==> src/rtl/pcm_pkg.sv <==
// Shared definitions for the 16-bit stereo PCM serial link (serializer and deserializer).
package pcm_pkg;

  localparam int PCM_WIDTH      = 16;
  localparam int PCM_FRAME_BITS = 32;

  typedef enum logic [1:0] {
    SYNC  = 2'd0,
    LEFT  = 2'd1,
    RIGHT = 2'd2
  } pcm_rx_state_t;

  typedef logic [PCM_WIDTH-1:0] pcm_word_t;

endpackage

==> src/rtl/pcm_lr_edge_detect.sv <==
// Holds the previous LR sample and flags rising/falling LR transitions on the current sample.
module pcm_lr_edge_detect (
  input  logic i_clk,
  input  logic i_rst,
  input  logic i_lr,
  output logic o_rise,
  output logic o_fall
);

  logic r_lr_prev;

  // Previous LR resets high so a first LR=0 sample already reads as a falling edge.
  always_ff @(posedge i_clk) begin
    if (i_rst) begin
      r_lr_prev <= 1'b1;
    end else begin
      r_lr_prev <= i_lr;
    end
  end

  assign o_rise = i_lr & ~r_lr_prev;
  assign o_fall = ~i_lr & r_lr_prev;

endmodule

==> src/rtl/pcm_deserializer.sv <==
// I2S-style stereo PCM receiver: aligns to LR edges and emits one left/right pair per frame.
// Optional saturating frame_error_count output is enabled with `define PCM_DESER_ERR_COUNT_EN.
module pcm_deserializer
  import pcm_pkg::*;
#(
  parameter int DATA_BITS = PCM_WIDTH,
  parameter int SLOT_BITS = PCM_FRAME_BITS / 2
) (
  input  logic                 bit_clock_in,
  input  logic                 rst_active_high,
  input  logic                 serial_data_in,
  input  logic                 LR_select_in,
  output logic [DATA_BITS-1:0] pcm_data_left,
  output logic [DATA_BITS-1:0] pcm_data_right,
  output logic                 pcm_data_valid,
  output logic                 locked,
  output logic                 frame_error
`ifdef PCM_DESER_ERR_COUNT_EN
  ,
  output logic [7:0]           frame_error_count
`endif
);

  localparam int CNT_W = (SLOT_BITS > 1) ? $clog2(SLOT_BITS) : 1;
  localparam logic [CNT_W-1:0] SLOT_LAST = CNT_W'(SLOT_BITS - 1);
  localparam logic [CNT_W:0]   DATA_LIM  = (CNT_W + 1)'(DATA_BITS);

  pcm_rx_state_t        r_state;
  pcm_rx_state_t        w_state_nxt;
  logic [CNT_W-1:0]     r_slot;
  logic [CNT_W-1:0]     w_slot_nxt;
  logic [DATA_BITS-1:0] r_shift;
  logic [DATA_BITS-1:0] r_left_hold;
  logic [DATA_BITS-1:0] r_left;
  logic [DATA_BITS-1:0] r_right;
  logic                 r_valid;
  logic                 r_locked;
  logic                 r_err;

  logic                 w_lr_rise;
  logic                 w_lr_fall;
  logic                 w_slot_last;
  logic                 w_capture;
  logic [DATA_BITS-1:0] w_word;
  logic                 w_shift_en;
  logic                 w_hold_ld;
  logic                 w_valid;
  logic                 w_err;
  logic                 w_locked_nxt;

  pcm_lr_edge_detect u_lr_edge (
    .i_clk  (bit_clock_in),
    .i_rst  (rst_active_high),
    .i_lr   (LR_select_in),
    .o_rise (w_lr_rise),
    .o_fall (w_lr_fall)
  );

  assign w_slot_last = (r_slot == SLOT_LAST);
  assign w_capture   = ({1'b0, r_slot} < DATA_LIM);
  // Word as it stands after this sample; padding slots beyond DATA_BITS leave it untouched.
  assign w_word      = w_capture ? DATA_BITS'({r_shift, serial_data_in}) : r_shift;

  always_ff @(posedge bit_clock_in) begin
    if (rst_active_high) begin
      r_state <= SYNC;
    end else begin
      r_state <= w_state_nxt;
    end
  end

  always_comb begin
    w_state_nxt  = r_state;
    w_slot_nxt   = r_slot + CNT_W'(1);
    w_shift_en   = 1'b0;
    w_hold_ld    = 1'b0;
    w_valid      = 1'b0;
    w_err        = 1'b0;
    w_locked_nxt = r_locked;
    case (r_state)
      SYNC: begin
        w_slot_nxt   = {CNT_W{1'b0}};
        w_locked_nxt = 1'b0;
        if (w_lr_fall) begin
          w_state_nxt = LEFT;
        end else begin
          w_state_nxt = SYNC;
        end
      end
      LEFT: begin
        w_shift_en = w_capture;
        if (w_slot_last) begin
          w_slot_nxt = {CNT_W{1'b0}};
          if (w_lr_rise) begin
            w_hold_ld    = 1'b1;
            w_locked_nxt = 1'b1;
            w_state_nxt  = RIGHT;
          end else begin
            w_err        = 1'b1;
            w_locked_nxt = 1'b0;
            w_state_nxt  = SYNC;
          end
        end else if (w_lr_rise || w_lr_fall) begin
          w_err        = 1'b1;
          w_locked_nxt = 1'b0;
          w_slot_nxt   = {CNT_W{1'b0}};
          if (w_lr_fall) begin
            w_state_nxt = LEFT;
          end else begin
            w_state_nxt = SYNC;
          end
        end else begin
          w_state_nxt = LEFT;
        end
      end
      RIGHT: begin
        w_shift_en = w_capture;
        if (w_slot_last) begin
          w_slot_nxt = {CNT_W{1'b0}};
          if (w_lr_fall) begin
            w_valid     = 1'b1;
            w_state_nxt = LEFT;
          end else begin
            w_err        = 1'b1;
            w_locked_nxt = 1'b0;
            w_state_nxt  = SYNC;
          end
        end else if (w_lr_rise || w_lr_fall) begin
          // An early falling edge is itself a legal frame start.
          w_err        = 1'b1;
          w_locked_nxt = 1'b0;
          w_slot_nxt   = {CNT_W{1'b0}};
          if (w_lr_fall) begin
            w_state_nxt = LEFT;
          end else begin
            w_state_nxt = SYNC;
          end
        end else begin
          w_state_nxt = RIGHT;
        end
      end
      default: begin
        w_slot_nxt   = {CNT_W{1'b0}};
        w_locked_nxt = 1'b0;
        w_state_nxt  = SYNC;
      end
    endcase
  end

  always_ff @(posedge bit_clock_in) begin
    if (rst_active_high) begin
      r_slot      <= {CNT_W{1'b0}};
      r_shift     <= {DATA_BITS{1'b0}};
      r_left_hold <= {DATA_BITS{1'b0}};
      r_left      <= {DATA_BITS{1'b0}};
      r_right     <= {DATA_BITS{1'b0}};
      r_valid     <= 1'b0;
      r_locked    <= 1'b0;
      r_err       <= 1'b0;
    end else begin
      r_slot   <= w_slot_nxt;
      r_valid  <= w_valid;
      r_locked <= w_locked_nxt;
      r_err    <= w_err;
      if (w_shift_en) begin
        r_shift <= w_word;
      end
      if (w_hold_ld) begin
        r_left_hold <= w_word;
      end
      // Left and right are published together so the pair never tears mid-frame.
      if (w_valid) begin
        r_left  <= r_left_hold;
        r_right <= w_word;
      end
    end
  end

  assign pcm_data_left  = r_left;
  assign pcm_data_right = r_right;
  assign pcm_data_valid = r_valid;
  assign locked         = r_locked;
  assign frame_error    = r_err;

`ifdef PCM_DESER_ERR_COUNT_EN
  logic [7:0] r_err_cnt;

  always_ff @(posedge bit_clock_in) begin
    if (rst_active_high) begin
      r_err_cnt <= 8'd0;
    end else if (w_err && (r_err_cnt != 8'hFF)) begin
      r_err_cnt <= r_err_cnt + 8'd1;
    end
  end

  assign frame_error_count = r_err_cnt;
`endif

endmodule

==> config.mk <==
export PLATFORM = sky130hd
export DESIGN_NAME = pcm_deserializer
export DESIGN_NICKNAME = d
export VERILOG_FILES = /design/src/rtl/pcm_pkg.sv /design/src/rtl/pcm_lr_edge_detect.sv /design/src/rtl/pcm_deserializer.sv
export SDC_FILE = /design/constraint.sdc
export NUM_CORES = 1
export LEC_CHECK = 0
export ABC_CLOCK_PERIOD_IN_PS = 2100
export BUFFER_PORTS_ARGS = -buffer_cell sky130_fd_sc_hd__buf_2
export CAP_MARGIN = 20
export CORE_UTILIZATION = 45
export DETAILED_ROUTE_END_ITERATION = 12
export GPL_TIMING_DRIVEN = 1
export PLACE_DENSITY_LB_ADDON = 0.15
export SETUP_SLACK_MARGIN = 0.4
export SKIP_CTS_REPAIR_TIMING = 1
export SLEW_MARGIN = 40
export SYNTH_ARGS = -nofsm -noshare
export SYNTH_HDL_FRONTEND = slang
export SYNTH_SLANG_ARGS = --single-unit
==> constraint.sdc <==
create_clock -name bit_clock_in -period 2.1 [get_ports bit_clock_in]
set_clock_uncertainty 0.2 [all_clocks]
set_input_delay 0.21 -clock bit_clock_in [delete_from_list [all_inputs] [get_ports bit_clock_in]]
set_output_delay 0.21 -clock bit_clock_in [all_outputs]
set_load 0.02 [all_outputs]
* Word-level counts from Yosys, hierarchy flattened
Index checks and enable logic that the tools add are counted.
Widths: inputs -> output; s select.
** Operators by class
- Multiplexer cells :: 25
- Shift operators :: 0
- Bitwise logic cells :: 5
- $mul :: 0
- Reduce and logical (&&, ||, !) cells :: 4
- Add/subtract/negate cells :: 1
- Divide/modulo/power cells :: 0
- Eq/ne operators :: 4
- $lt $le $gt $ge :: 0
** Operator list (number)
- $mux 1 :: 18
- $mux 2 :: 4
- $pmux 2 s3 :: 1
- $add 4x1->4 const B :: 1
- $eq 4x4->1 const B :: 1
- $pmux 1 s2 :: 2
- $reduce_or 4->1 :: 1
- $ne 3x3->1 const B :: 1
- $not 1->1 :: 3
- $and 1x1->1 :: 2
- $eq 2x1->1 const B :: 1
- $eq 2x2->1 const B :: 1
- $logic_not 2->1 :: 1
- $reduce_or 2->1 :: 1
- $logic_or 1x1->1 :: 1
** Storage, ports and cells
- ROM bits :: 0
- Bits in latches :: 0
- Flip-flop bits (word level) :: 73
- Output and inout port bits :: 35
- Memories kept :: 0
- Bits in writable memories :: 0

* Depth between registers and ports, before layout
- Depth after elaboration :: 6
- Gate-level depth with buffers :: 8
- Depth with buffers taken out :: 5

* By module
A second synthesis with hierarchy kept.
** Second synthesis, totals
- Cells, all modules :: 323
- Area total of the unflattened synthesis :: 2842.7 µm²
** By module, submodules not included
- pcm_deserializer :: times used 1, cells each 319, area an instance 2802.7 µm²
- pcm_lr_edge_detect :: times used 1, cells each 4, area an instance 40.0 µm²

* Worst setup path before layout
No wires, ideal clock.
- Path kind :: reg-to-reg
- From :: reg r_slot[0]
- To :: reg r_right[10], in the netlist pcm_data_right[10]
- Path slack :: 0.381 ns
- Stages on the path, launching flop included :: 9
- Arrival time :: 1.378 ns
- Required time :: 1.759 ns
- Path through :: dfxtp_1 > ha_1 > and3_1 > buf_6 > and3_1 > buf_6 > buf_6 > nand2_1 > a21oi_2
** Between the ends
- Word-level cells in the longest chain between the ends :: 3
** RTL lines
- start: declaration :: line pcm_deserializer.sv:30 : logic [CNT_W-1:0] r_slot;
- start signal: assignment :: line pcm_deserializer.sv:152 : r_slot <= {CNT_W{1'b0}};
- start signal: assignment :: line pcm_deserializer.sv:161 : r_slot <= w_slot_nxt;
- $eq 4x4->1 :: line pcm_deserializer.sv:59 : assign w_slot_last = (r_slot == SLOT_LAST);
- $mux 1 :: line pcm_deserializer.sv:118 : if (w_slot_last) begin
- $mux 1 :: line pcm_deserializer.sv:80 : case (r_state)
- end signal: assignment :: line pcm_deserializer.sv:156 : r_right <= {DATA_BITS{1'b0}};
- end signal: assignment :: line pcm_deserializer.sv:174 : r_right <= w_word;
- end: declaration :: line pcm_deserializer.sv:35 : logic [DATA_BITS-1:0] r_right;
Every way passes these cells.
A chain may end at the register's enable or synchronous reset.

* Final worst setup path
Ends and elaborated chain as after synthesis.

==> key figures <==
Synthesis
  – Synth unique cells: 31
  – Top post-synthesis cells by count: nand2_1, dfxtp_1, a21oi_1
  – Cell taking the most area after synthesis: dfxtp_1
  – Sequential share of the synthesized area: 0.520
  – Syn. warnings: 0
  – Async S/R FF share, synth: 0
  – Syn avg cell area: 9.00 um^2
  – Post-Synthesis Cells: 312
  – Post-synthesis compound-gate area fraction: 0.127
  – Post-synthesis mux area share: 0.0570
  – Synth Area in XOR/XNOR: 0.00624
  – Post-Synth Simple-Gate Area: 0.191
  – Main synth FF type: dfxtp_1
  – Main combinational cell family by area after synthesis: simple AND/OR/NAND/NOR gates
  – Number of enable flip-flop cells after synthesis: 0
  – Syn Nets: 324
  – Post-synthesis register bit count: 73
  – Top-count cell post-synth: nand2_1
  – Top-area cell type share of the netlist area: 0.520
  – Area contributors post-synth: dfxtp_1, nand2_1, a21oi_1
  – Post-Synth Adder-Cell Area: 0.0357
  – Post-Syn Area: 2810 um^2

STA
  – Setup violators final: 0
  – Least-Margin Pin Slew: 0.601 ns
  – Tmin final: 1.64 ns
  – Fmax: 611 MHz
  – Tcrit/Tclk final: 0.779
  – Unrepaired setup endpoints after global routing: no
  – Final hold viol count: 0
  – Setup TNS: 0 ns
  – Slew Limit Fails: 0
  – Slew HR: 0.599
  – Worst setup margin: 0.464 ns

Routing
  – TritonRoute pass-1 iters: 4
  – Vias per cell: 4.96
  – Via count: 2,137
  – DR iter-0 viols: 101
  – Post-route DRC: 0
  – Avg WL per Cell: 13.1 um
  – Routed WL: 5660 um
  – Final ANT Viol Nets: 0

Critical path
  – CP required: 2.18 ns
  – Critical Path AT: 1.71 ns
  – Crit path max fanout: 8
  – Critical path class: flip-flop to flip-flop
  – Worst R2R Path Depth: 6
  – Worst setup EP type: flip-flop
  – Reg-to-reg slack, setup: 0.46 ns
  – Startpoint Class: flip-flop

Placement
  – Routability Congestion: 0.696
  – IO buf count: 38
  – Post-detail-place hpwl: 3320 um
  – Post-Place Setup Slack: 0.261 ns

Power and ir drop
  – Worst VDD drop: 0.000337 V
  – Cell Pwr Density: 779 nW/um^2
  – Leakage: 1.26 nW

Cells and area
  – Diode count: 0
  – Final nets: 363
  – Area grow syn2layout: 19.3%
  – Fraction of layout cells with a size suffix above 1: 0.261

CTS
  – CTS tree: built
  – Clock buffer count from CTS: 9
  – Bufs on Longest Clock Path: 2
  – TritonCTS Sinks: 73
  – H-tree Lvls: 3
  – Clock-pin slew on the worst setup and hold paths: 0.08 ns
  – Clk root buf: clkbuf_8
  – Clk Latency, worst-skew pair: 0.34 ns

GRT
  – Initial antenna violation count: 0
  – First-pass GRT wire length: 8670 um
  – Vias in the first global route: 1,853
  – GR Overflow Total: 0
  – Largest net degree at the start of global routing: 42
  – Overall global routing resource usage: 0.177

Floorplan
  – Core Region: 5960 um^2
  – Initial Util: 0.471
  – Ports: 39
  – Die Span X: 81.0 um
  – Die area: 6560 um^2
  – Row count: 28
  – Die height: 81.0 um

Run
  – Maxcap violations: 0

Run status
  – Outcome: complete, no violations

Min path
  – Hold crit path type: input port to flip-flop
  – Hold path depth: 2
[worst max-delay path: stages (launching register included)]
cell and delay (ns):
dfxtp_2 0.36, ha_4 0.15, and3_4 0.24, and3_4 0.27, clkbuf_16 0.18, nand2_1 0.07
a21oi_2 0.11
[cell type report]
cell class                 count  area (um^2)
fill                         581         2610
sequential                    73         1460
tap                           75         93.8
clock inverter                 4         51.3
timing repair buffer          49          362
multi-input combinational    212         1200
inverter                       6         22.5
clock buffer                  12          155
[stage by stage]
step                       util  instances  hold WS, ns  cell area [um^2]  power (mW)
after global placement    0.505        410        0.234              3010        1.51
after floorplan               -        312        0.117              2810        1.49
final                     0.562        431        0.162              3350        2.61
after detailed placement  0.505        410        0.242              3010        1.51
after CTS                 0.540        426       -0.114              3220        2.63
after global routing      0.562        431        0.177              3350        2.71
[worst paths after layout]
path,startpoint,to
max,r_slot[0],pcm_data_right[10]
min reg2reg,r_slot[0],r_slot[0]
max reg2reg,r_slot[0],pcm_data_right[10]
min,rst_active_high,pcm_data_valid
[state kept, by name (all words and copies together), names as in the netlist]
register	flops
r_slot	4
pcm_data_left	16
frame_error	1
r_shift	15
pcm_data_right	16
u_lr_edge.r_lr_prev	1
r_left_hold	16
r_state	2
pcm_data_valid	1
locked	1
[metal layers]
layer  vias up  wire length (um)  part of all wire  GRT usage
li1       1090                 -                 -          -
met1       997              2930              0.52      0.251
met2        41              2450              0.43      0.245
met3         9               176             0.031     0.0371
met4         0                96             0.017      0.104
met5         -                 0                 0          0
[cell usage in the layout (no fill, tap or decap), types with 2 or more instances in the layout]
master         count
nand2_2            5
buf_12             3
clkbuf_16          2
a21oi_2           16
buf_4              2
inv_1              6
and3_4             3
nand2_1           93
a31oi_1            2
dfxtp_1           71
a21oi_1           33
ha_1               6
clkbuf_8          11
dfxtp_2            2
nor2_1            20
nor3_1             2
nand3_1            3
mux2i_1           16
buf_2             38
dlygate4sd3_1      2
[power breakdown]
part	total [mW]	switching [mW]	leakage, nW	internal, mW
Sequential	1.39	0.00507	0.589	1.39
Clock	1.12	0.508	0.103	0.614
Combinational	0.0939	0.0589	0.570	0.0350
Total	2.61	0.572	1.26	2.04
[logic make-up after synthesis]
kind of cell	after synthesis
and+or+nand+nor	130
DFF	73
AOI/OAI and AO/OA	56
buffers and inverters	27
muxes	16
adders and majority gates	8
xor gates and xnor gates	2
Note: power is estimated with default switching activity, not from simulation.
